[src/rtl/regfile_mp_if.sv]
// Decode-stage register file bus: one write port from writeback, NRD read ports,
// and the scoreboard reservation port.
interface regfile_mp_if #(
  parameter int WIDTH = 32,
  parameter int AW    = 5,
  parameter int NRD   = 2
) ();

  logic                 we;
  logic [AW-1:0]        wa;
  logic [WIDTH-1:0]     wd;
  logic [NRD*AW-1:0]    ra;
  logic [NRD*WIDTH-1:0] rd;
  logic [NRD-1:0]       rd_busy;
  logic                 rsv_en;
  logic [AW-1:0]        rsv_addr;
  logic [AW:0]          nbusy;

  modport master (
    output we, wa, wd, ra, rsv_en, rsv_addr,
    input  rd, rd_busy, nbusy
  );

  modport slave (
    input  we, wa, wd, ra, rsv_en, rsv_addr,
    output rd, rd_busy, nbusy
  );

endinterface

[src/rtl/regfile_mp.sv]
// Multi-read-port register file with write-first bypass and a per-register busy
// scoreboard so decode can stall on in-flight producers directly.
module regfile_mp #(
  parameter int WIDTH    = 32,
  parameter int AW       = 5,
  parameter int NRD      = 2,
  parameter bit ZERO_REG = 1'b1
) (
  input  logic         clk,
  input  logic         rst_n,
  regfile_mp_if.slave  bus
);

  localparam int NREG = 1 << AW;

  logic [WIDTH-1:0] mem [NREG];
  logic [NREG-1:0]  busy;
  logic [NREG-1:0]  busy_nxt;
  logic [AW:0]      nbusy_q;
  logic [AW:0]      nbusy_nxt;
  logic             wr_ok;

  assign wr_ok = bus.we && !(ZERO_REG && (bus.wa == '0));

  // The reservation is applied after the clear so a same-cycle reserve of the
  // register being written leaves it busy: it names a newer producer.
  always_comb begin
    // NOTE: default assignment first so every path assigns busy_nxt and no latch is inferred.
    busy_nxt = busy;
    if (bus.we)     busy_nxt[bus.wa]       = 1'b0;
    if (bus.rsv_en) busy_nxt[bus.rsv_addr] = 1'b1;
    if (ZERO_REG)   busy_nxt[0]            = 1'b0;
  end

  // Count the next state so nbusy lines up with the busy bits at the same edge.
  always_comb begin
    nbusy_nxt = '0;
    for (int r = 0; r < NREG; r++) begin
      nbusy_nxt = nbusy_nxt + (AW+1)'(busy_nxt[r]);
    end
  end

  // NOTE: the storage array is built from flops and is cleared by reset, because
  // software expects every register to read 0 after reset, not RAM contents.
  always_ff @(posedge clk or negedge rst_n) begin
    if (!rst_n) begin
      for (int r = 0; r < NREG; r++) begin
        mem[r] <= '0;
      end
      busy    <= '0;
      nbusy_q <= '0;
    end else begin
      // NOTE: non-blocking assignments for all state so every flop samples pre-edge values.
      if (wr_ok) mem[bus.wa] <= bus.wd;
      busy    <= busy_nxt;
      nbusy_q <= nbusy_nxt;
    end
  end

  assign bus.nbusy = nbusy_q;

  for (genvar i = 0; i < NRD; i++) begin : g_rd
    logic [AW-1:0] addr;
    logic          hit;
    logic          zero;

    assign addr = bus.ra[i*AW +: AW];
    assign hit  = bus.we && (bus.wa == addr);
    assign zero = ZERO_REG && (addr == '0);

    assign bus.rd[i*WIDTH +: WIDTH] = zero ? '0 : (hit ? bus.wd : mem[addr]);
    // The value being written is already forwarded, so the port is not stalled.
    assign bus.rd_busy[i] = busy[addr] && !hit;
  end

endmodule

[src/flat_wrapper.sv]
// flat-port wrapper written by rule: the top's interface ports become plain ports
module regfile_mp_flat 
#(
  parameter int WIDTH    = 32,
  parameter int AW       = 5,
  parameter int NRD      = 2,
  parameter bit ZERO_REG = 1'b1
)
  (clk, rst_n, bus_we, bus_wa, bus_wd, bus_ra, bus_rsv_en, bus_rsv_addr, bus_rd, bus_rd_busy, bus_nbusy);
  regfile_mp_if #(.WIDTH(WIDTH), .AW(AW), .NRD(NRD)) bus_i ();
  input  logic clk;
  input  logic rst_n;
  input wire logic [$bits(bus_i.we)-1:0] bus_we;
  input wire logic [$bits(bus_i.wa)-1:0] bus_wa;
  input wire logic [$bits(bus_i.wd)-1:0] bus_wd;
  input wire logic [$bits(bus_i.ra)-1:0] bus_ra;
  input wire logic [$bits(bus_i.rsv_en)-1:0] bus_rsv_en;
  input wire logic [$bits(bus_i.rsv_addr)-1:0] bus_rsv_addr;
  output wire logic [$bits(bus_i.rd)-1:0] bus_rd;
  output wire logic [$bits(bus_i.rd_busy)-1:0] bus_rd_busy;
  output wire logic [$bits(bus_i.nbusy)-1:0] bus_nbusy;
  assign bus_i.we = bus_we;
  assign bus_i.wa = bus_wa;
  assign bus_i.wd = bus_wd;
  assign bus_i.ra = bus_ra;
  assign bus_i.rsv_en = bus_rsv_en;
  assign bus_i.rsv_addr = bus_rsv_addr;
  assign bus_rd = bus_i.rd;
  assign bus_rd_busy = bus_i.rd_busy;
  assign bus_nbusy = bus_i.nbusy;
  regfile_mp #(.WIDTH(WIDTH), .AW(AW), .NRD(NRD), .ZERO_REG(ZERO_REG)) u_core (.clk(clk), .rst_n(rst_n), .bus(bus_i));
endmodule
[config.mk]
export PLATFORM = sky130hd
export DESIGN_NAME = regfile_mp_flat
export DESIGN_NICKNAME = d
export VERILOG_FILES = /design/src/rtl/regfile_mp_if.sv /design/src/rtl/regfile_mp.sv /design/src/flat_wrapper.sv
export SDC_FILE = /design/constraint.sdc
export NUM_CORES = 2
export LEC_CHECK = 0
export CORE_MARGIN = 3
export CORE_UTILIZATION = 55
export DETAILED_ROUTE_END_ITERATION = 16
export PLACE_DENSITY = 0.78
export SYNTH_ARGS = -nofsm -noshare
export SYNTH_HDL_FRONTEND = slang
export SYNTH_SLANG_ARGS = --single-unit
[constraint.sdc]
create_clock -name clk -period 13.7 [get_ports clk]
set_input_delay 2.74 -clock clk [delete_from_list [all_inputs] [get_ports clk]]
set_output_delay 2.74 -clock clk [all_outputs]
set_load 0.02 [all_outputs]
## After elaboration in Yosys (flattened, before gate mapping)

Cells that the tools add are included.

| cells by class | value |
|---|---|
| add/subtract/negate cells | 30 |
| order comparisons | 10 |
| equality and inequality tests | 2 |
| mux-type cells | 23 |
| bitwise operators | 6 |
| reductions and logical operators | 14 |

Operators with widths:

| kind | number |
|---|---|
| $bwmux 1024 | 1 |
| $mux 32 | 11 |
| $bmux 32 s5 | 2 |
| $add 6x1->6 | 29 |
| $demux 32 s5 | 1 |
| $and 32x32->32 | 1 |
| $not 32->32 | 1 |
| $or 32x32->32 | 1 |
| $lt 5x6->1 const B | 4 |
| $ge 6x6->1 const B | 3 |
| $not 5->6 | 3 |
| $logic_not 5->1 | 3 |
| $bmux 1 s5 | 2 |
| $demux 1 s5 | 2 |
| $eq 5x5->1 | 2 |
| $ge 5x1->1 const B | 2 |
| $logic_and 1x1->1 | 8 |
| $lt 6x1->1 const B | 1 |
| $mux 1 | 4 |
| $logic_not 1->1 | 3 |
| $add 1x1->2 | 1 |

| storage, ports and cells | value |
|---|---|
| bits in registers | 1061 |
| input port bits | 56 |

## Longest topological paths before layout

| logic depth | value |
|---|---|
| word-level depth | 39 |
| gate-level depth with buffers | 21 |

## Worst setup path before layout

Ideal clock, no wire load.

| timing | value |
|---|---|
| path type | input port to flip-flop |
| from | input port bus_wa[1] |
| to | register u_core.nbusy_q[4], in the netlist u_core.bus.nbusy[4] |
| library setup time | 0.080 ns |
| data arrival time | 8.123 ns |
| data required time | 13.620 ns |
| path slack | 5.497 ns |
| stages | 20 |
| buffers on the path | 3 |
| cell sequence | buf_2 and3b_1 clkbuf_1 nand2_1 buf_2 a22o_1 ha_1 fa_1 fa_1 inv_1 fa_1 fa_1 fa_1 fa_1 inv_1 ha_1 fa_1 a21o_1 a21oi_1 xnor2_1 |

| on the way | value |
|---|---|
| cells in the longest elaborated chain, start to end | 39 |
| elaborated cells on any way between the ends | 40 |

Ends and longest elaborated chain:

| what | line | source |
|---|---|---|
| start: declaration | flat_wrapper.sv:14 | `input wire logic [$bits(bus_i.wa)-1:0] bus_wa;` |
| $lt 5x6->1 (implied by the code) / $ge 5x1->1 (equally long branches) | regfile_mp.sv:30 | `if (bus.we) busy_nxt[bus.wa] = 1'b0;` |
| $logic_and 1x1->1 (implied by the code) | regfile_mp.sv:30 |  |
| $mux 1 (implied by the code) | regfile_mp.sv:30 |  |
| $demux 1 s5 * | n/a |  |
| $not 32->32 (no line) * | n/a |  |
| $and 32x32->32 (no line) * | n/a |  |
| $mux 32 * | regfile_mp.sv:30 |  |
| $or 32x32->32 (no line) | n/a |  |
| $mux 32 * | regfile_mp.sv:31 | `if (bus.rsv_en) busy_nxt[bus.rsv_addr] = 1'b1;` |
| named net u_core.busy_nxt[1] | regfile_mp.sv:18 | `logic [NREG-1:0] busy_nxt;` |
| $add 1x1->2 * | regfile_mp.sv:39 | `nbusy_nxt = nbusy_nxt + (AW+1)'(busy_nxt[r]);` |
| $add 6x1->6 * (29 in a row) | regfile_mp.sv:39 |  |
| named net u_core.nbusy_nxt[4] | regfile_mp.sv:20 | `logic [AW:0] nbusy_nxt;` |
| end signal: assignment | regfile_mp.sv:56 | `nbusy_q <= nbusy_nxt;` |
| end: declaration | regfile_mp.sv:19 | `logic [AW:0] nbusy_q;` |

The timed path passes the listed nets; every way through them passes the cells marked *.
A chain may end at the register's enable or synchronous reset.

## Worst setup path in the final report

| timing | value |
|---|---|
| from | input port bus_wa[0] |
| to | output port bus_rd[60] |

| on the way | value |
|---|---|
| cells in the longest elaborated chain, start to end | 4 |

Ends and longest elaborated chain:

| what | line | source |
|---|---|---|
| $eq 5x5->1 | regfile_mp.sv:68 | `assign hit = bus.we && (bus.wa == addr);` |
| $logic_and 1x1->1 | regfile_mp.sv:68 |  |
| $mux 32 (2 in a row) | regfile_mp.sv:71 | `assign bus.rd[i*WIDTH +: WIDTH] = zero ? '0 : (hit ? bus.wd : mem[addr]);` |
| end: declaration | flat_wrapper.sv:19 | `output wire logic [$bits(bus_i.rd)-1:0] bus_rd;` |

No other way between the ends.

==> results.yml <==
global_routing:
  antenna_found_initial: 7
  grt-ovfl-total: 0
  track_usage: 0.3257
  grt_pass1_wl_um: 267400
  grt_pass1_vias: 40080
  grt_max_degree: 172
clock_network:
  clockBufferDepth: 3
  postCtsResizedCells: 0
  clk_latency_ns: 0.69
  holdBufCountCts: 0
  clkTransAtPathRegs_ns: 0.06
  htreeDepth: 3
  cts-root-buf: "clkbuf_16"
  clock-sinks: 1061
  cts_buffers: 109
  postCtsSetupBuffers: 0
  cts_tree: "yes"
detailed_routing:
  drt_drc_violations_left: 0
  viasPerCell: 7.180
  drt-pass1-iter-count: 8
  ant_nets: 0
  totalWireLength_um: 181900
  wl_per_cell_um: 33.23
  dr_total_vias: 39310
  drtIter0Drc: 4898
synth:
  post-synth-top-count-cell: "dfrtp_1"
  synth_top_area_cell: "dfrtp_1"
  synth_edf_count: 0
  syn_avg_cell_area_sq_um: 14.24
  synth-seq-cells: 1061
  ys.flop_type: "dfrtp_1"
  synthTopCellsByCount: "dfrtp_1, mux2_2, mux4_2"
  syn_inst: 4088
  synthTopCellsByArea: "dfrtp_1, mux2_2, mux4_2, mux2i_1, a22oi_1"
  syn_nets: 4176
  async_flop_share: 1.000
  netlist_area_sq_um: 58200
  synth_top_area_share: 0.4562
  yosysSeqAreaShare: 0.4562
  ys_warn_count: 0
  synth_cell_types: 60
cells_and_area:
  drive_gt1_frac: 0.4417
  final_nets: 4092
  finalNonFillerCells: 5475
  area_growth_pct: 9.884
  fillers: 7779
  final_area_sq_um: 63960
power:
  leakagePower_nw: 27.96
  ir_worst_vdd_mv: 0.3750
  power_density_nw_per_um2: 164.4
placed_design:
  gp_congestion: 0.8686
  placed_area_sq_um: 60010
  pre_cts_slack_ns: 3.595
  portBuffers: 127
  dp.cells: 5273
  hpwl_um: 99400
critical_path:
  critPathKind: "primary input to output port"
  startpoint_type: "primary input"
  worstPathMaxFanout: 59
  reg2reg_slack_ns: 8.48
  critical_path_required_ns: 10.96
  endpoint_kind: "output port"
  worstPathArrival_ns: 7.54
die:
  die_x_um: 331.3
  die_h_um: 331.3
  floorplan.initialDensity: 0.5584
  num_io_pins: 128
  rows: 118
  core-area_sq_um: 104200
  die_area_sq_um: 109800
sta:
  fmax_mhz: 97.30
  rsz0062_at_grt: "no"
  slew_viol_final: 0
  fin_ws_ns: 3.422
  relSlewSlack: 0.1396
  worst_slew_pin_slew_ns: 1.287
  clock_skew_ns: 0.005842
  setup_viol: 0
  finalHoldViolations: 0
  period_needed_ns: 10.28
  period_share: 0.7502
  tns_ns: 0
job:
  cap_violations: 0
hold_path:
  hold_path.class: "flip-flop to flip-flop"
run_status:
  outcome: "finished clean"
## state kept, by name, summed over array words and instances, names as in the netlist
| signal | cells |
|---|---|
| u_core.busy | 31 |
| u_core.bus.nbusy | 6 |
| u_core.mem | 1024 |
## through the flow
stage | hold slack, ns | util | power (mW)
2_1_floorplan | 0.4413 | - | 6.391
3_3_place_gp | 0.3766 | 0.5757 | 7.113
6_report | 0.3966 | 0.6136 | 10.51
5_1_grt | 0.4085 | 0.6135 | 11.02
3_5_place_dp | 0.3837 | 0.5757 | 7.253
4_1_cts | 0.3976 | 0.6135 | 10.51
## kinds of logic after synthesis
family,count (synthesis),share of synthesized area
multiplexers,1718,0.4025
flip-flops,1061,0.4562
buffers and inverters,492,0.04420
AO/OA/AOI/OAI,462,0.05892
AND/OR/NAND/NOR,310,0.02640
adder cells (fa/ha/maj),32,0.009846
XOR/XNOR,13,0.001956
## power by group
group          internal (mW)  total, mW  leakage (nW)  switching (mW)
logic                   1.62       3.03          12.4            1.41
clock network           1.97       3.26          1.95            1.29
registers               3.77       4.22          13.6           0.453
## cell usage in the layout (no fill, tap or decap), types with 12 or more instances in the layout
cell type	synthesis	final
dfrtp_1	1061	1061
mux2_2	998	998
mux4_2	393	393
mux2i_1	323	323
a22oi_1	166	166
buf_4	57	121
nand2_1	130	118
clkdlybuf4s50_1	0	116
clkbuf_16	0	110
a21oi_1	86	85
nand3_1	51	49
inv_1	46	46
clkbuf_8	0	32
o21ai_0	29	28
o221a_2	28	28
a22o_1	26	26
o2111ai_1	23	23
fa_1	23	23
o211ai_1	21	21
a221o_1	20	20
clkinv_2	0	20
nor2_1	40	18
o22a_1	18	18
bufinv_16	0	18
nor2_4	0	17
a31oi_1	15	15
clkbuf_1	201	13
and3_1	12	12
nand2_2	0	12
## metal layers
| metal | share of wire | GRT usage |
|---|---|---|
| met1 | 0.37 | 0.4250 |
| met2 | 0.46 | 0.5032 |
| met3 | 0.11 | 0.08227 |
| met4 | 0.063 | 0.1783 |
| met5 | 0.00015 | 0 |
## layout make-up
class                           count  area [sq um]  area share
Antenna cell                        2         5.005  0.00007825
Clock buffer                      153          3214     0.05026
Clock inverter                     47         732.0     0.01144
Inverter                           47         176.4    0.002758
Multi-Input combinational cell   2535         29320      0.4584
Sequential cell                  1061         26550      0.4151
Tap cell                         1380          1727     0.02700
Timing Repair Buffer              250          2233     0.03492
## worst paths after layout
kind / depth (start not counted) / endpoint / from
worst min register to register: 0 / u_core.mem[993] / u_core.mem[993]
max in group asynchronous: 3 / u_core.mem[259] / rst_n
min in group asynchronous: 1 / u_core.mem[661] / rst_n
worst min-delay path: 0 / u_core.mem[993] / u_core.mem[993]
worst max-delay path: 7 / bus_rd[60] / bus_wa[0]
worst max register to register: 15 / u_core.bus.nbusy[4] / u_core.busy[2]
## worst max-delay path, cell delays in order
cell	delay [ns]
clkdlybuf4s50_1	0.86
xor2_1	0.19
nor4_4	0.45
nand3_4	0.90
nor2_2	1.22
a221o_1	0.49
clkdlybuf4s50_1	0.67
No activity file was read; power rests on OpenSTA's default activity.
